<file path="src/rtl/uart_pkg.sv">
`default_nettype none
// ============================================================================
// Module      : uart_pkg
// Description : Shared types and constants for the UART transmitter slice.
//               tx_state_e  - transmitter frame state
//               parity_e    - parity mode encoding as seen on cfg_parity
//               c_PAR_*     - parity encoding constants
//               parity_enabled() - true when the mode inserts a parity bit
// Revision    : 1.0 - initial release
// ============================================================================
package uart_pkg;

    typedef enum logic [2:0] {
        ST_IDLE   = 3'd0,
        ST_START  = 3'd1,
        ST_DATA   = 3'd2,
        ST_PARITY = 3'd3,
        ST_STOP1  = 3'd4,
        ST_STOP2  = 3'd5
    } tx_state_e;

    typedef enum logic [1:0] {
        PAR_NONE = 2'b00,
        PAR_EVEN = 2'b01,
        PAR_ODD  = 2'b10
    } parity_e;

    localparam logic [1:0] c_PAR_NONE = 2'b00;
    localparam logic [1:0] c_PAR_EVEN = 2'b01;
    localparam logic [1:0] c_PAR_ODD  = 2'b10;

    // Encoding 2'b11 is treated as "no parity".
    function automatic logic parity_enabled(input logic [1:0] cfg);
        return (cfg == c_PAR_EVEN) || (cfg == c_PAR_ODD);
    endfunction

endpackage
`default_nettype wire

</file>
<file path="src/rtl/uart_tx_fifo.sv">
`default_nettype none
// ============================================================================
// Module      : uart_tx_fifo
// Description : Transmit word queue with head-of-queue read-through.
//               Used by uart_tx_param only when UART_TX_FIFO_EN is defined.
// Ports       : clk, rst        - clock, synchronous active-high reset
//               push, push_data - write one word (ignored when full)
//               pop             - drop the head word (ignored when empty)
//               head_data       - oldest queued word
//               level           - number of queued words
// Revision    : 1.0 - initial release
// ============================================================================
module uart_tx_fifo #(
    parameter int DATA_W = 8,
    parameter int DEPTH  = 4
) (
    input  logic                       clk,
    input  logic                       rst,
    input  logic                       push,
    input  logic [DATA_W-1:0]          push_data,
    input  logic                       pop,
    output logic [DATA_W-1:0]          head_data,
    output logic [$clog2(DEPTH+1)-1:0] level
);

    localparam int c_AW    = $clog2(DEPTH);
    localparam int c_LVL_W = $clog2(DEPTH+1);

    logic [DATA_W-1:0]  r_mem [DEPTH];
    logic [c_AW-1:0]    r_wr_ptr;
    logic [c_AW-1:0]    r_rd_ptr;
    logic [c_LVL_W-1:0] r_count;
    logic               w_push;
    logic               w_pop;

    assign w_push    = push && (r_count < c_LVL_W'(DEPTH));
    assign w_pop     = pop && (r_count != '0);
    assign head_data = r_mem[r_rd_ptr];
    assign level     = r_count;

    // Pointers wrap naturally because DEPTH is a power of two.
    always_ff @(posedge clk) begin
        if (rst) begin
            r_wr_ptr <= '0;
            r_rd_ptr <= '0;
            r_count  <= '0;
        end else begin
            if (w_push) begin
                r_mem[r_wr_ptr] <= push_data;
                r_wr_ptr        <= r_wr_ptr + 1'b1;
            end
            if (w_pop) begin
                r_rd_ptr <= r_rd_ptr + 1'b1;
            end
            if (w_push && !w_pop) begin
                r_count <= r_count + 1'b1;
            end else if (w_pop && !w_push) begin
                r_count <= r_count - 1'b1;
            end
        end
    end

endmodule
`default_nettype wire

</file>
<file path="src/rtl/uart_tx_param.sv">
`default_nettype none
// ============================================================================
// Module      : uart_tx_param
// Description : Parameterised UART transmitter. Frame = start, DATA_W data
//               bits LSB first, optional parity, one or two stop bits.
//               Frame configuration is latched when a word is popped.
// Build macro : UART_TX_FIFO_EN - FIFO_DEPTH-entry queue (uart_tx_fifo);
//               undefined      - single holding register.
// Ports       : clk, rst            - clock, synchronous active-high reset
//               baud_tick           - one-clk pulse per bit period
//               tx_valid/tx_ready   - word handshake, tx_data the word
//               cfg_parity          - 00 none, 01 even, 10 odd, 11 none
//               cfg_stop2           - two stop bits when high
//               tx_out              - registered serial line, idle high
//               tx_busy             - frame in progress
//               tx_done             - one-clk pulse at frame end
//               level               - words queued, not yet started
// Revision    : 1.0 - initial release
// ============================================================================
module uart_tx_param
    import uart_pkg::*;
#(
    parameter int DATA_W     = 8,
    parameter int FIFO_DEPTH = 4
) (
    input  logic                            clk,
    input  logic                            rst,
    input  logic                            baud_tick,
    input  logic                            tx_valid,
    input  logic [DATA_W-1:0]               tx_data,
    output logic                            tx_ready,
    input  logic [1:0]                      cfg_parity,
    input  logic                            cfg_stop2,
    output logic                            tx_out,
    output logic                            tx_busy,
    output logic                            tx_done,
    output logic [$clog2(FIFO_DEPTH+1)-1:0] level
);

    localparam int         c_LVL_W    = $clog2(FIFO_DEPTH+1);
    localparam logic [3:0] c_LAST_BIT = 4'(DATA_W-1);

    tx_state_e          r_state;
    logic [3:0]         r_bit_cnt;
    logic [DATA_W-1:0]  r_shift;
    logic               r_par_en;
    logic               r_par_bit;
    logic               r_stop2;
    logic               r_tx;
    logic               r_done;

    logic               w_push;
    logic               w_pop;
    logic               w_frame_end;
    logic [DATA_W-1:0]  w_head;
    logic [c_LVL_W-1:0] w_level;

    assign w_push = tx_valid && tx_ready;

`ifdef UART_TX_FIFO_EN
    uart_tx_fifo #(
        .DATA_W (DATA_W),
        .DEPTH  (FIFO_DEPTH)
    ) u_fifo (
        .clk       (clk),
        .rst       (rst),
        .push      (w_push),
        .push_data (tx_data),
        .pop       (w_pop),
        .head_data (w_head),
        .level     (w_level)
    );

    assign tx_ready = (w_level < c_LVL_W'(FIFO_DEPTH));
`else
    logic              r_hold_valid;
    logic [DATA_W-1:0] r_hold;

    // Push requires an empty holder and pop a full one, so they never collide.
    always_ff @(posedge clk) begin
        if (rst) begin
            r_hold_valid <= 1'b0;
            r_hold       <= '0;
        end else if (w_push) begin
            r_hold       <= tx_data;
            r_hold_valid <= 1'b1;
        end else if (w_pop) begin
            r_hold_valid <= 1'b0;
        end
    end

    assign w_head   = r_hold;
    assign w_level  = c_LVL_W'(r_hold_valid);
    assign tx_ready = !r_hold_valid;
`endif

    // Last tick of the final stop bit closes the frame.
    assign w_frame_end = baud_tick &&
                         (((r_state == ST_STOP1) && !r_stop2) || (r_state == ST_STOP2));

    // A new frame starts from IDLE or directly on the closing tick of the
    // previous one, so back-to-back words carry no idle bit.
    assign w_pop = baud_tick && (w_level != '0) &&
                   ((r_state == ST_IDLE) || w_frame_end);

    always_ff @(posedge clk) begin
        if (rst) begin
            r_state   <= ST_IDLE;
            r_bit_cnt <= '0;
            r_shift   <= '0;
            r_par_en  <= 1'b0;
            r_par_bit <= 1'b0;
            r_stop2   <= 1'b0;
            r_tx      <= 1'b1;
            r_done    <= 1'b0;
        end else begin
            r_done <= w_frame_end;
            if (w_pop) begin
                r_shift   <= w_head;
                r_par_en  <= parity_enabled(cfg_parity);
                r_par_bit <= (^w_head) ^ (cfg_parity == c_PAR_ODD);
                r_stop2   <= cfg_stop2;
                r_state   <= ST_START;
                r_tx      <= 1'b0;
            end else if (baud_tick) begin
                case (r_state)
                    ST_START: begin
                        r_state   <= ST_DATA;
                        r_bit_cnt <= '0;
                        r_tx      <= r_shift[0];
                    end
                    ST_DATA: begin
                        if (r_bit_cnt == c_LAST_BIT) begin
                            r_bit_cnt <= '0;
                            if (r_par_en) begin
                                r_state <= ST_PARITY;
                                r_tx    <= r_par_bit;
                            end else begin
                                r_state <= ST_STOP1;
                                r_tx    <= 1'b1;
                            end
                        end else begin
                            r_bit_cnt <= r_bit_cnt + 1'b1;
                            r_shift   <= r_shift >> 1;
                            r_tx      <= r_shift[1];
                        end
                    end
                    ST_PARITY: begin
                        r_state <= ST_STOP1;
                        r_tx    <= 1'b1;
                    end
                    ST_STOP1: begin
                        r_state <= r_stop2 ? ST_STOP2 : ST_IDLE;
                        r_tx    <= 1'b1;
                    end
                    ST_STOP2: begin
                        r_state <= ST_IDLE;
                        r_tx    <= 1'b1;
                    end
                    ST_IDLE: begin
                        r_tx <= 1'b1;
                    end
                    default: begin
                        r_state <= ST_IDLE;
                        r_tx    <= 1'b1;
                    end
                endcase
            end
        end
    end

    assign tx_out  = r_tx;
    assign tx_done = r_done;
    assign tx_busy = (r_state != ST_IDLE);
    assign level   = w_level;

endmodule
`default_nettype wire

</file>
<file path="config.mk">
export PLATFORM = sky130hd
export DESIGN_NAME = uart_tx_param
export DESIGN_NICKNAME = d
export VERILOG_FILES = /design/src/rtl/uart_pkg.sv /design/src/rtl/uart_tx_fifo.sv /design/src/rtl/uart_tx_param.sv
export SDC_FILE = /design/constraint.sdc
export NUM_CORES = 1
export LEC_CHECK = 0
export ABC_CLOCK_PERIOD_IN_PS = 1600
export CAP_MARGIN = 20
export CORE_AREA = 2 2 59 61
export DETAILED_ROUTE_END_ITERATION = 10
export DIE_AREA = 0 0 61 63
export GPL_TIMING_DRIVEN = 1
export PLACE_DENSITY = 0.74
export SYNTH_ARGS = -nofsm -noshare
export SYNTH_HDL_FRONTEND = slang
export SYNTH_HIERARCHICAL = 1
export SYNTH_SLANG_ARGS = --single-unit
</file>
<file path="constraint.sdc">
create_clock -name clk -period 1.6 [get_ports clk]
set_input_delay 0.48 -clock clk [delete_from_list [all_inputs] [get_ports clk]]
set_output_delay 0.48 -clock clk [all_outputs]
set_load 0.02 [all_outputs]
</file>
==> results of run 1 <==
through the flow:
stage	hold WS, ps	utilization [%]	cells	total power (uW)
finish	475	59.9	254	1690
detailed placement	465	55.3	245	1070
CTS	478	58.4	253	1690
global route	502	59.9	254	1770
floorplan	448	-	177	976
global placement	463	55.3	245	1060
registers in the layout (all words and copies together) (netlist names):
name	count
r_hold	8
tx_out	1
r_shift	8
r_bit_cnt	4
r_hold_valid	1
tx_done	1
r_stop2	1
r_par_bit	1
r_state	3
r_par_en	1
tightest hold or removal path, stage by stage (launching register included):
cell and delay (ps):
dfxtp_1 320, nand2_1 50, a31oi_1 70
cell type report:
class | count | area (um2)
well taps | 46 | 57.6
inverters | 7 | 26.3
flip-flops and latches | 29 | 584
clock inverters | 1 | 30.0
repair buffers | 37 | 327
clock buffers | 7 | 55.1
multi-input cells | 127 | 856
fillers | 286 | 1300
what timing repair did:
item | 4_1_cts | 5_1_grt
buffers inserted | 0 | 1
resized for setup | 17 | 12
setup endpoints to repair | 14 | 13
pin swaps | 3 | 2
metal layers:
layer  share of wire, %  GRT usage, %  routed length, um  up-vias
li1                   -             -                  -      678
met1                 44          23.0               1390      606
met2                 50          30.2               1600       25
met3                3.7          7.04                118        7
met4                2.1          7.34                 68        0
met5                  0             0                  0        -
where the power goes:
group / switching (uW) / internal (uW)
sequential: 30.2 / 760
clock: 249 / 373
combinational: 129 / 145
layout by cell type (no fill, tap or decap), types with 6 or more instances in the layout:
cell	instances
inv_1	7
nor2_1	16
dfxtp_1	26
buf_4	16
dlygate4sd2_1	6
a31oi_1	7
nand2_1	20
a21oi_1	9
mux2i_1	9
o21ai_0	11
clkdlybuf4s50_1	11
worst min path at each step:
stage                     startpoint         end  slack, ps  depth (start not counted)
after global placement    r_shift[5]  r_shift[4]        460                          2
after global routing      r_shift[5]  r_shift[5]        500                          2
after CTS                 r_shift[3]  r_shift[3]        480                          2
after floorplan           r_shift[7]  r_shift[7]        450                          2
final                     r_shift[3]  r_shift[3]        470                          2
after detailed placement  r_shift[3]  r_shift[3]        470                          2
cell families after synthesis:
kind of cell / after synthesis / synth area share, %
fa+ha+maj: 2 / 1.68
mux: 9 / 6.07
flops: 29 / 39.1
buf+inv: 21 / 6.91
compound gates: 42 / 18.2
xor+xnor: 7 / 5.05
other cells: 1 / 0.252
simple gates: 65 / 22.7
==> results.cfg, run 1 <==
[outcome]
status = complete, but fails checks
failed_checks = negative setup slack

[route]
route.detailed.drc = 0
wire_per_inst_um = 12.5
num_vias = 1316
ant_nets = 0
via_per_inst = 5.18
first_pass_iters = 5
wirelength_um = 3170
drt_iter0_markers = 55

[worst_setup_path]
path_class = reg2out
r2r_start = r_state[1]
r2r-end = r_par_bit
slowest_stage = or3_4
endpoint_kind = output pin
cp_max_fo = 2
crit_cells = 2
r2r_cells = 5
crit_end = tx_busy
worstPathArrival_ps = 1170
path_buf_inv = 1
path_delay_family = simple AND/OR/NAND/NOR gates
crit_required_ps = 1120
regToRegSetupSlack_ps = 40
crit_start = r_state[0]
worst_path_largest_cell_delay_ps = 380
cp-start-kind = register
cp_cell_sequence = or3_4 -> buf_6

[cts]
clkTransAtPathRegs_ps = 90
htree_levels = 2
root_buffer = clkbuf_4
cts_tree = yes
insertion_delay_ps = 330
clock_sinks = 29
clockBufferDepth = 2
numCtsBuffers = 5
cts_hold_buf = 0

[synth]
synthFlopType = dfxtp_1
async_flop_share_pct = 0
post-synth-top-count-cell = dfxtp_1
synth_enable_flop_cells = 0
yosys-top-cells-count = dfxtp_1, nand2_1, nor2_1
syn-mean-instance-area_um2 = 8.44
yosysWarningCount = 6
ys_ff_latch = 29
syn_inst = 176
yosysTopAreaCell = dfxtp_1
yosysTopAreaCellShare_pct = 39.1
ys_types = 40
yosys-top-cells-area = dfxtp_1, mux2i_1, nand2_1
synth_area_um2 = 1490
yosysSeqAreaShare_pct = 39.1

[placed_design]
placed_cell_area_um2 = 1790
dp_hpwl_um = 2380
dp_slack_ps = -583
portBuffers = 19
place_congestion = 0.778

[global_routing]
grt_antenna_before_repair = 0
grt_pass1_wl_um = 5430
grt_pass1_vias = 1233
grt.overflow.total = 0
grt_max_degree = 19
groute.usage.overall_pct = 19.1

[timing]
hold_viol = 0
rsz0062_at_grt = true
period_share_pct = 103
setup_tns_ps = -53.8
max_freq_mhz = 605
layout_min_cycle_time_ps = 1650
fin_skew_ps = 6.96
slew_violations = 0
fin_ws_ps = -53.8
setup_viol = 1

[floorplanning]
design.core.area_um2 = 3230
num_rows = 21
pin_count = 22
die-area_um2 = 3840
die_w_um = 61
initial_core_util_pct = 46.0
die_h_um = 63

[layout]
fin_nets = 224
syn_to_final_growth_pct = 30.3
stdcell_area_um2 = 1940
drive_gt1_share_pct = 18.3
diodes = 0

[power]
power.leakage_uw = 0.000730
irDropWorstVdd_v = 0.000488
power_density_nw_per_um2 = 871

[hold_path]
hp-class = reg2reg

[job]
cap_violations = 0
(Power assumes the default switching activity.)
==> run 2: changes to the inputs <==
--- a/config.mk
+++ b/config.mk
@@ -7,11 +7,13 @@
 export LEC_CHECK = 0
 export ABC_CLOCK_PERIOD_IN_PS = 1600
 export CAP_MARGIN = 20
-export CORE_AREA = 2 2 59 61
+export CELL_PAD_IN_SITES_DETAIL_PLACEMENT = 2
+export CELL_PAD_IN_SITES_GLOBAL_PLACEMENT = 2
+export CORE_AREA = 2 2 76 78
 export DETAILED_ROUTE_END_ITERATION = 10
-export DIE_AREA = 0 0 61 63
+export DIE_AREA = 0 0 78 80
 export GPL_TIMING_DRIVEN = 1
-export PLACE_DENSITY = 0.74
+export PLACE_DENSITY = 0.73
 export SYNTH_ARGS = -nofsm -noshare
 export SYNTH_HDL_FRONTEND = slang
 export SYNTH_HIERARCHICAL = 1
==> run 2 against run 1 <==
Net effect: the run now ends clean; maximum frequency rose by 3.5%; worst hold slack improved by 14 ps; critical path depth did not move; count of clock-buffer cells in the layout did not move; total power rose by 1.5%; wire length rose by 45%; utilization fell by 22 points; die area rose by 62%; via count rose by 6.6%; final cell count rose by 13%.
==> results.cfg, run 2 (synthesized netlist as in run 1, its figures left out) <==
[job]
cap_violations = 0

[floorplanning]
die_h_um = 80
die_w_um = 78
initial_core_util_pct = 27.5
num_rows = 27
design.core.area_um2 = 5410
pin_count = 22
die-area_um2 = 6240

[global_routing]
grt_max_degree = 20
grt_antenna_before_repair = 0
grt_pass1_vias = 1562
grt_pass1_wl_um = 7500
grt.overflow.total = 0
groute.usage.overall_pct = 15.6

[route]
drt_iter0_markers = 51
wirelength_um = 4590
num_vias = 1403
ant_nets = 0
first_pass_iters = 4
wire_per_inst_um = 16.0
via_per_inst = 4.89
route.detailed.drc = 0

[cts]
root_buffer = clkbuf_8
clkTransAtPathRegs_ps = 60
cts_tree = yes
insertion_delay_ps = 280
htree_levels = 2
cts_hold_buf = 0
numCtsBuffers = 5
clockBufferDepth = 2
clock_sinks = 29

[placed_design]
portBuffers = 19
placed_cell_area_um2 = 1840
place_congestion = 0.756
dp_hpwl_um = 3310

[layout]
final_cell_mix = dfxtp_1, buf_4, nand2_1
top_regs = r_hold: 8 flops, r_shift: 8 flops, r_bit_cnt: 4 flops
layout_commonest_cell = dfxtp_1
drive_gt1_share_pct = 22.8
syn_to_final_growth_pct = 38.0
stdcell_area_um2 = 2050
diodes = 0
fin_nets = 232

[timing]
setup_viol = 0
slew_violations = 0
rsz0062_at_grt = true
fin_skew_ps = 7.11
period_share_pct = 99.9
max_freq_mhz = 626
layout_min_cycle_time_ps = 1600
hold_viol = 0
setup_tns_ps = 0

[power]
swShare_pct = 26.1
p_clk_share_pct = 35.7
power.leakage_uw = 0.000763
seq_power_share_pct = 46.4
switchingPower_uw = 446
power_density_nw_per_um2 = 835
irDropWorstVdd_v = 0.000436
p_total_uw = 1710
internal_power_uw = 1260
p_comb_share_pct = 17.8

[worst_setup_path]
cp_max_fo = 2
worst_path_largest_cell_delay_ps = 380
worstPathArrival_ps = 1120
cp-start-kind = register
r2r_cells = 5
crit_required_ps = 1120
endpoint_kind = output pin
path_class = reg2out
cp_cell_sequence = or3_4 -> buf_6
slowest_stage = or3_4

[hold_path]
holdPathStages = 2
hp-class = reg2reg

[outcome]
status = finished, final reports clean
==> run 2: power by group through the flow <==
stage               clock [uW]  combinational [uW]  sequential [uW]
floorplan                    0                 174              802
finish                     611                 305              794
global placement             0                 269              806
detailed placement           0                 282              808
global route               672                 336              800
CTS                        639                 294              794
==> run 2: per-stage QoR <==
stage	hold WS, ps	worst slack [ps]	cells	utilization, %
after floorplan	448	4.00	177	-
after global placement	464	-487	274	34.1
after detailed placement	474	-548	274	34.1
after CTS	493	-6.04	282	36.3
after global routing	507	-35.3	287	37.9
final	489	1.79	287	37.9
==> run 2: per-layer routing <==
layer | share of wire [%] | vias up | routed length, um | global-route usage [%]
met5 | 0 | - | 0 | 0
met4 | 1.1 | 0 | 51 | 4.74
met3 | 3.7 | 5 | 172 | 3.73
met2 | 52 | 25 | 2410 | 30.9
met1 | 43 | 683 | 1960 | 16.1
li1 | - | 690 | - | -
==> run 2: area by class of cell <==
cell class / count / area, um2
clock buffer: 7 / 86.3
timing repair buffer: 45 / 399
multi-input combinational: 127 / 862
sequential: 29 / 586
fill: 625 / 3360
inverter: 7 / 26.3
tap: 72 / 90.1
==> run 2: worst max-delay path: cells and delay by family (launching register included) <==
kind | cells | cell delay, ps
simple gates | 1 | 380
flops | 1 | 330
buf+inv | 1 | 140
==> run 2: worst paths after layout <==
kind         startpoint         end  slack, ps
max          r_state[1]     tx_busy          2
min          r_shift[7]  r_shift[7]        490
max reg2reg  r_state[1]   r_par_bit         50
min reg2reg  r_shift[7]  r_shift[7]        490
==> run 2: what timing repair did <==
action,in CTS,in global routing
gates resized for setup,22,14
setup buffers,1,5
setup endpoints to repair,20,16
pin swaps,3,2
==> edit 1 (config.mk and constraints of run 2) <==
Put a register stage on the output `level`, with the module's reset. The value now appears one clock later. The other outputs are not delayed to match.
--- a/src/rtl/uart_tx_param.sv
+++ b/src/rtl/uart_tx_param.sv
@@ -173,5 +173,11 @@
     assign tx_done = r_done;
     assign tx_busy = (r_state != ST_IDLE);
-    assign level   = w_level;
+    always_ff @(posedge clk) begin
+        if (rst) begin
+            level <= '0;
+        end else begin
+            level <= w_level;
+        end
+    end
 
 endmodule
Function: changed (a bounded check fails within 4 cycles, from zero or initial values and one cycle with rst high).
==> edit 1 against run 2 <==
  * The run now ends with setup timing left
  * Count of clock-buffer cells in the layout down 1
  * Final area up 4.7%
  * Area after synthesis up 0.42%
  * Sequential power up 2%
  * Sequential cell count up 1
  * Worst setup slack worse by 25 ps
  * Synthesized cell count unchanged
  * Routed wire length up 7.1%
  * Register-to-register slack worse by 20 ps
  * Power up 8.5%
  * Fmax down 1.6%
  * Utilization up 1.8 points
  * Critical path type unchanged
  * Critical endpoint unchanged
  * Highest routed layer unchanged
==> edit 1: results (changes against run 2) <==
The run finished, with violations left. The final reports fail on setup timing. The worst voltage drop across the vdd grid is 381.9 uV (-12%), and the clock latency on the worst-skew pair is 280 ps (about the same). The pre-CTS setup slack came out at -636.0 ps (-88.34 ps). Fill cell instance count of the final layout: 609 (-2.6%).

The final RePlAce weighted congestion was 0.7563 (about the same); the maximum clock path buffer count was 2 (unchanged). For the number of library cell types mapped by synthesis, the log shows 36 (-10%). The largest net degree at the start of global routing is 18 (-10%), and the final layout net count is 239 (+3.0%).

The run gives 16.13% (+0.53 points) as the total routing usage reported by global routing. The CTS H-tree depth is 2 (unchanged). The startpoint identified for the worst register-to-register timing path is r_state[1]$_SDFFE_PP0P_. The areal power density over the cells was 864.9 mW/mm2 (+3.6%); the count of routing violations after the opening detailed-route iteration was 41 (-20%).

The tools report the sequential element share of the synthesized area as 40.27% (+1.2 points). Counting instances in the post-synthesis netlist gives the leading cell types as sky130_fd_sc_hd__dfxtp_1 (30), sky130_fd_sc_hd__nor2_1 (24), sky130_fd_sc_hd__nand2_1 (18). The clock group power was 0.000790 W (+29%). Capture instance of the worst register-to-register path: r_shift[4]$_SDFFE_PP0P_.

The number of cells on the worst reg-to-reg path is 6 (+1), and the wire length per cell is 16.73 um (+4.5%). The total wirelength of the detailed-routed design was 4.919 mm (+7.1%). The tools report the startpoint of the most critical hold path as r_shift[0]$_SDFFE_PP0P_.

The proportion of layout cells with a drive suffix above 1 works out to 27.03% (+4.2 points). The run gives 1 (+1) as the count of endpoints failing setup in the final report. Ranked by total cell area, the synthesized netlist is headed by sky130_fd_sc_hd__dfxtp_1 (40%), sky130_fd_sc_hd__mux2i_1 (8.1%), sky130_fd_sc_hd__nor2_1 (6.0%), sky130_fd_sc_hd__nand2_1 (4.5%), sky130_fd_sc_hd__a21oi_1 (4.4%).

The largest stage delay on the critical path is 400 ps (+20 ps), and the cell-internal power is 0.001410 W (+12%). The tools report the first-pass GRT wire length as 7.859 mm (+4.8%). The logs give 0.8738 nW (+15%) for the leakage power summed over all cells and 461.0 ps (-28.17 ps) for the post-route worst hold slack.

The aggregate negative setup slack was -23.68 ps (-23.68 ps). The logs give -23.68 ps (-25.46 ps) for the post-layout worst setup margin and 3.328 mm (+0.44%) for the HPWL after detailed placement. The tools report the arrival time at the worst endpoint as 1140 ps (+20 ps). Via count of the first global-routing pass: 1553 (-0.58%). The worst hold path terminates at r_shift[0]$_SDFFE_PP0P_. The mean number of vias per cell was 4.888 (about the same); the part of the total power dissipated in combinational logic was 13.8% (-4.0 points).
[edit 1: changes by cell type in the layout (fill, tap and decap cells not counted), sizes merged, moves of 3 or more]
| cell | run 2 | this run |
|---|---|---|
| a21oi | 9 | 13 |
| buf | 27 | 32 |
| a211oi | 2 | 6 |
| nor2 | 16 | 24 |
| a22oi | 0 | 4 |
| nand3b | 5 | 2 |
| o21ai | 12 | 8 |
| a31oi | 7 | 0 |
| nand3 | 6 | 3 |
| mux2i | 9 | 12 |
[edit 1: cell type report]
class | instances | area [um2] | share of cell area (%)
clock buffers | 6 | 82.58 | 3.848
clock inverters | 1 | 30.03 | 1.399
inverters | 7 | 26.28 | 1.224
multi-input cells | 128 | 874.6 | 40.76
flip-flops and latches | 30 | 606.8 | 28.28
well taps | 72 | 90.09 | 4.198
repair buffers | 50 | 435.4 | 20.29
[edit 1: timing repair]
item                       in CTS  in global routing
setup endpoints to repair      22                 12
gates resized for setup        20                 22
setup buffers                   5                  7
pin swaps                       5                 11
gates cloned                    0                  1
[edit 1: layer usage]
metal,vias up,GRT usage (%),wire (um)
met5,-,0,0
met4,0,3.509,10
met3,2,3.620,103
met2,19,29.91,2685
met1,722,18.92,2119
li1,694,-,-
[edit 1: kinds of logic (layout without fill, tap and decap cells)]
group                    after synthesis  in the layout  share of synthesized area [%]
buffers and inverters                 19             64                          5.788
other                                  1              2                         0.2514
multiplexers                          12             12                          8.054
flip-flops                            30             30                          40.27
adder cells (fa/ha/maj)                2              2                          1.678
AO/OA/AOI/OAI                         38             38                          17.28
XOR/XNOR                               7              7                          5.033
AND/OR/NAND/NOR                       67             67                          21.64
[edit 1: worst max-delay path, delay by kind of cell, from the launching register on]
kind                   cells  cell delay [ps]
and+or+nand+nor            1              400
buffers and inverters      1              140
DFF                        1              330
==> edit 2 (config.mk and constraints of run 2) <==
Made on the original files. Build with the macro `UART_TX_FIFO_EN` defined.
--- a/src/rtl/uart_tx_param.sv
+++ b/src/rtl/uart_tx_param.sv
@@ -18,4 +18,6 @@
 // Revision    : 1.0 - initial release
 // ============================================================================
+`define UART_TX_FIFO_EN
+
 module uart_tx_param
     import uart_pkg::*;
Function: changed (Yosys sat finds a counterexample within 4 cycles, from zero or initial values and one cycle with rst high).
==> edit 2 against run 2 <==
  * The run now fails in clock tree synthesis (4_1_cts)
  * Area after synthesis up 83%
==> edit 2: results (changes against run 2) <==
The run stopped with a tool error. The flow stopped in clock tree synthesis (4_1_cts). The first error in the log reads "[ERROR DPL-0033] detailed placement checks failed during check placement".

The logs give 3 (+1) for the CTS H-tree depth and 106 (+380%) for the post-CTS resize count. The logs give 56.72% (+18 points) for the sequential element share of the synthesized area and 237 for the post-synth net total. The number of library cell types mapped by synthesis came out at 49 (+23%).

The total of warnings raised by yosys came out at 6 (unchanged). After synthesis, the cell types taking the most area are sky130_fd_sc_hd__edfxtp_1 (35%), sky130_fd_sc_hd__dfxtp_1 (21%), sky130_fd_sc_hd__mux4_2 (6.6%), sky130_fd_sc_hd__ha_1 (3.2%), sky130_fd_sc_hd__a21oi_1 (2.8%). The count of input and output buffers was 21 (+2). The run gives 0.7846 (+3.8%) as the final RePlAce weighted congestion. The number of synthesized flops with an enable pin works out to 32 (+32). The post-CTS setup buffer count is 19 (+18). After synthesis, the most frequently instantiated cells are sky130_fd_sc_hd__edfxtp_1 (32), sky130_fd_sc_hd__dfxtp_1 (29), sky130_fd_sc_hd__nor2_1 (17). In this run the clock root is driven by a sky130_fd_sc_hd__clkbuf_8. The run gives 2 (unchanged) as the maximum clock path buffer count. The logs give 7.001 mm (+110%) for the HPWL after detailed placement and 61 (+110%) for the TritonCTS sink count. The share of synthesized registers carrying an async set or reset was 0% (unchanged); the number of buffers created by CTS was 9 (+4).
[edit 2: cell types whose count changed after synthesis, moves of 6 or more]
cell and change:
sky130_fd_sc_hd__edfxtp_1 +32, sky130_fd_sc_hd__o21ai_0 -9, sky130_fd_sc_hd__a22oi_1 +7, sky130_fd_sc_hd__nand2_1 -6
sky130_fd_sc_hd__a21oi_1 +6, sky130_fd_sc_hd__a31oi_1 -7, sky130_fd_sc_hd__mux4_2 +8
[edit 2: cell families after synthesis]
family,Yosys count,share of synthesized area (%)
simple gates,59,10.82
fa+ha+maj,8,3.959
buf+inv,18,3.223
flops,61,56.72
mux,17,10.04
xor+xnor,12,4.374
compound gates,39,10.87
[edit 2: per-stage QoR]
stage	setup slack (ps)	std cells	cell area, um2	hold WS [ps]
after floorplan	-716.3	214	2749	432.9
after global placement	-994.6	342	3376	443.1
after detailed placement	-1170	342	3376	482.7
